$ cat src/rtl/pc_sequencer.sv
`default_nettype none
// ============================================================================
//  Module     : pc_sequencer
//  Description: Program counter owner and single-outstanding instruction fetch
//               sequencer with branch redirect, flush pulse and redirect count.
//  Revision   : 1.0 - initial release
// ============================================================================
module pc_sequencer #(
    parameter logic [31:0] RESET_VECTOR = 32'h0000_0000,
    parameter int          CNT_W        = 16
) (
    input  logic             clk,
    input  logic             rst,
    input  logic             br_valid,
    input  logic             br_write,
    input  logic [31:0]      br_target,
    input  logic             stall,
    output logic             imem_req,
    output logic [31:0]      imem_addr,
    input  logic             imem_ready,
    input  logic             imem_rsp_valid,
    input  logic [31:0]      imem_rsp_data,
    output logic             instr_valid,
    output logic [31:0]      instr,
    output logic [31:0]      instr_pc,
    output logic             flush,
    output logic             misalign_err,
    output logic [CNT_W-1:0] redirect_cnt
);

    typedef enum logic [1:0] {
        S_IDLE  = 2'd0,
        S_FETCH = 2'd1,
        S_WAIT  = 2'd2,
        S_DROP  = 2'd3
    } state_t;

    state_t           state_q, state_d;
    logic [31:0]      pc_q, pc_d;
    logic [31:0]      instr_q, instr_pc_q;
    logic             instr_valid_q, flush_q, misalign_q;
    logic [CNT_W-1:0] cnt_q;

    logic w_taken, w_redirect, w_misalign, w_accept, w_capture;

    assign w_taken    = br_valid & br_write;
    assign w_redirect = w_taken & (br_target[1:0] == 2'b00);
    assign w_misalign = w_taken & (br_target[1:0] != 2'b00);
    assign w_accept   = (state_q == S_FETCH) & imem_ready;

    always_comb begin
        state_d   = state_q;
        pc_d      = pc_q;
        w_capture = 1'b0;
        case (state_q)
            S_IDLE: begin
                if (w_redirect || !stall) state_d = S_FETCH;
            end
            S_FETCH: begin
                // An accepted request on a redirect cycle still owes us a response.
                if (w_accept) state_d = w_redirect ? S_DROP : S_WAIT;
            end
            S_WAIT: begin
                if (w_redirect) begin
                    state_d = imem_rsp_valid ? S_FETCH : S_DROP;
                end else if (imem_rsp_valid) begin
                    w_capture = 1'b1;
                    pc_d      = pc_q + 32'd4;
                    state_d   = stall ? S_IDLE : S_FETCH;
                end
            end
            S_DROP: begin
                if (imem_rsp_valid) state_d = S_FETCH;
            end
            default: state_d = S_IDLE;
        endcase
        if (w_redirect) pc_d = br_target;
    end

    always_ff @(posedge clk or posedge rst) begin
        if (rst) begin
            state_q       <= S_IDLE;
            pc_q          <= RESET_VECTOR;
            instr_q       <= 32'd0;
            instr_pc_q    <= 32'd0;
            instr_valid_q <= 1'b0;
            flush_q       <= 1'b0;
            misalign_q    <= 1'b0;
            cnt_q         <= '0;
        end else begin
            state_q       <= state_d;
            pc_q          <= pc_d;
            instr_valid_q <= w_capture;
            flush_q       <= w_redirect;
            if (w_capture) begin
                instr_q    <= imem_rsp_data;
                instr_pc_q <= pc_q;
            end
            if (w_misalign) misalign_q <= 1'b1;
            if (w_redirect && (cnt_q != {CNT_W{1'b1}})) cnt_q <= cnt_q + CNT_W'(1);
        end
    end

    assign imem_req     = (state_q == S_FETCH);
    assign imem_addr    = pc_q;
    assign instr_valid  = instr_valid_q;
    assign instr        = instr_q;
    assign instr_pc     = instr_pc_q;
    assign flush        = flush_q;
    assign misalign_err = misalign_q;
    assign redirect_cnt = cnt_q;

endmodule
`default_nettype wire
$ cat config.mk
export PLATFORM = sky130hd
export DESIGN_NAME = pc_sequencer
export DESIGN_NICKNAME = d
export VERILOG_FILES = /design/src/rtl/pc_sequencer.sv
export SDC_FILE = /design/constraint.sdc
export NUM_CORES = 1
export LEC_CHECK = 0
export ABC_CLOCK_PERIOD_IN_PS = 5400
export CAP_MARGIN = 10
export CORE_MARGIN = 1.5
export CORE_UTILIZATION = 46
export CTS_CLUSTER_DIAMETER = 50
export DETAILED_ROUTE_END_ITERATION = 8
export PLACE_DENSITY = 0.82
export SLEW_MARGIN = 10
export SYNTH_ARGS = -nofsm -noshare
export SYNTH_HDL_FRONTEND = slang
export SYNTH_SLANG_ARGS = --single-unit
$ cat constraint.sdc
create_clock -name clk -period 5.4 [get_ports clk]
set_input_delay 0.54 -clock clk [delete_from_list [all_inputs] [get_ports clk]]
set_output_delay 0.54 -clock clk [all_outputs]
set_load 0.005 [all_outputs]
==> qor.yml <==
cts_tree: "done"
wl_per_cell_um: 16.94
slew_headroom_pct: 32.06
setup_slack_ps: 2400
hp-class: "flip-flop to flip-flop"
crit_path_end_kind: "flip-flop"
switching_share_pct: 26.99
synth_common_cells: "dfrtp_1, mux2_2, nand2_1"
comb_power_share_pct: 32.4
finalHoldViolations: 0
first_pass_iters: 4
timing.final.max_slew_violations: 0
initial_core_util_pct: 47.90
status: "completed"
grt_pass1_vias: 4075
synth_top_area_share_pct: 55.65
p_leak_uw: 0.003260
wl_um: 12990
antenna_found_initial: 0
nets: 695
clk_path_buf_depth: 2
grt_pass1_wl_um: 20400
ys_warn_count: 0
synth-main-ff-cell: "dfrtp_1"
power.density_nw_per_um2: 467.7
path_clk_slew_ps: 50
num_rows: 38
fillCellCount: 806
worst_slew_pin_slew_ps: 1019
grtUsageTotal_pct: 22.47
cts_hold_buf: 0
ir_drop_mv: 0.2342
overflow: 0
ys_ff_latch: 117
arrival_ps: 3280
area_delta_synth_final_pct: 47.16
cts.repair.resized: 0
setup_viol: 0
n_antenna_cell: 0
netlist_top_cells_area: "dfrtp_1, mux2_2, xor2_1, nand2_1, xnor2_1"
gp_congestion: 0.7830
rsz0062_at_grt: "false"
synthCells: 426
worstPathMaxFanout: 66
route.detailed.drc: 0
hold_slack_ps: 483.9
design.core.area_um2: 10980
viasPerCell: 5.276
hpwl_um: 9077
cts_setup_buffers: 0
synth_edf_count: 0
die_w_um: 109.9
power_switching_uw: 977.3
slowest_delay_ps: 650
crit_type: "primary input to flip-flop"
grt_max_degree: 83
required_ps: 5680
period_share_pct: 55.55
ctsRootBufferMaster: "clkbuf_16"
clock_latency_ps: 400
fin_crit_ps: 3000
htree_num_levels: 4
clock.fmax_ghz: 0.3334
final_util_pct: 70.49
die-area_um2: 12090
p_int_uw: 2644
maxCapViolations: 0
drive_above_1_share_pct: 16.59
yosysTopAreaCell: "dfrtp_1"
ys_async_sr_fraction_pct: 100.0
synth_nets: 503
synth.most_common_cell: "dfrtp_1"
dieHeight_um: 109.9
io_buffer_count: 186
post_dp_cell_area_um2: 7213
crit_chain: "clkdlybuf4s50_1 > nor2_2 > nand3_4 > clkinv_2 > nor2_4 > buf_4 > mux2_2"
crit_path_start_kind: "primary input"
p_clk_share_pct: 28.0
pre_cts_slack_ps: 2003
critPathBufInv: 3
fin_area_um2: 7742
critical_path.top_delay_family: "buffers and inverters"
via_count: 4047
synth.distinct_cells: 39
synth_area_per_cell_um2: 12.35
seqPwrFrac_pct: 39.7
cts_num_sinks: 117
drt_iter0_markers: 146
numCtsBuffers: 17
clock_skew_ps: 7.140
finalSetupTns_ps: 0
final_antenna_net_count: 0
syn_area_um2: 5261
yosysSeqAreaShare_pct: 55.65
cp_slowest_cell: "buf_4"
io_pins: 187
[sequential cells by signal, summed over array words and instances, names as in the netlist]
register / flops
instr_pc: 32
instr_valid: 1
flush: 1
imem_addr: 32
instr: 32
state_q: 2
redirect_cnt: 16
misalign_err: 1
[cells by family (layout without fill, tap and decap cells)]
family	Yosys count	after routing	share of synthesized area, %
adders and majority gates	6	6	1.427
xor gates and xnor gates	42	42	6.992
DFF	117	117	55.65
and+or+nand+nor	127	127	14.29
muxes	68	68	14.48
AOI/OAI and AO/OA	40	40	4.257
buffers and inverters	26	227	2.901
[routing by layer]
layer	vias to the layer above	share of wire, %	wire, um	track usage, %
li1	1885	-	-	-
met1	1998	42	5411	28.52
met2	143	50	6459	35.89
met3	21	6.4	828	6.520
met4	0	2.3	293	9.555
met5	-	0	0	0
[cells in the final DEF (no fill, tap or decap), drive strengths merged]
master           n
clkinv           6
a21o             1
o21bai           1
nand2           45
nor2            13
nor3            11
nand4           22
dfrtp          117
nor2b            4
xnor2           16
and3             6
inv             10
ha               6
buf              2
a41o             1
a221oi           1
a21oi            7
clkdlybuf4s50  186
nor4b            1
o21ai           28
mux2            65
xor2            26
nor4             4
a31oi            1
nand3           17
mux2i            3
bufinv           1
clkbuf          22
and4             4
[final timing paths]
kind / start / endpoint / slack [ps] / depth (start not counted)
max in group asynchronous: rst / instr_pc[2] / 3550 / 3
min in group asynchronous: rst / imem_addr[23] / 730 / 2
max: br_target[1] / instr[23] / 2400 / 7
min: instr[30] / instr[30] / 480 / 1
max reg2reg: state_q[0] / instr[23] / 3020 / 6
min reg2reg: instr[30] / instr[30] / 480 / 1
[cell type report]
type                            instances  area (um^2)  share of cell area (%)
Inverter                               11        45.04                  0.5818
Clock inverter                          6        55.05                  0.7111
Sequential cell                       117         2928                   37.82
Multi-Input combinational cell        283         2188                   28.26
Timing Repair Buffer                  188         1877                   24.24
Clock buffer                           22        474.2                   6.125
Tap cell                              140        175.2                   2.262
[through the flow]
| step | total power [uW] | cells |
|---|---|---|
| floorplan | 1850 | 426 |
| finish | 3621 | 767 |
| global placement | 2566 | 739 |
| detailed placement | 2624 | 739 |
| CTS | 3654 | 767 |
| global route | 3819 | 767 |
[power groups by stage]
stage                     registers (uW)  clock network, uW  logic, uW
final                               1440               1010       1170
after CTS                           1440               1030       1190
after detailed placement            1450                  0       1180
after global routing                1480               1080       1260
after floorplan                     1420                  0        426
after global placement              1430                  0       1140
No activity file was read; power rests on OpenSTA's default activity.
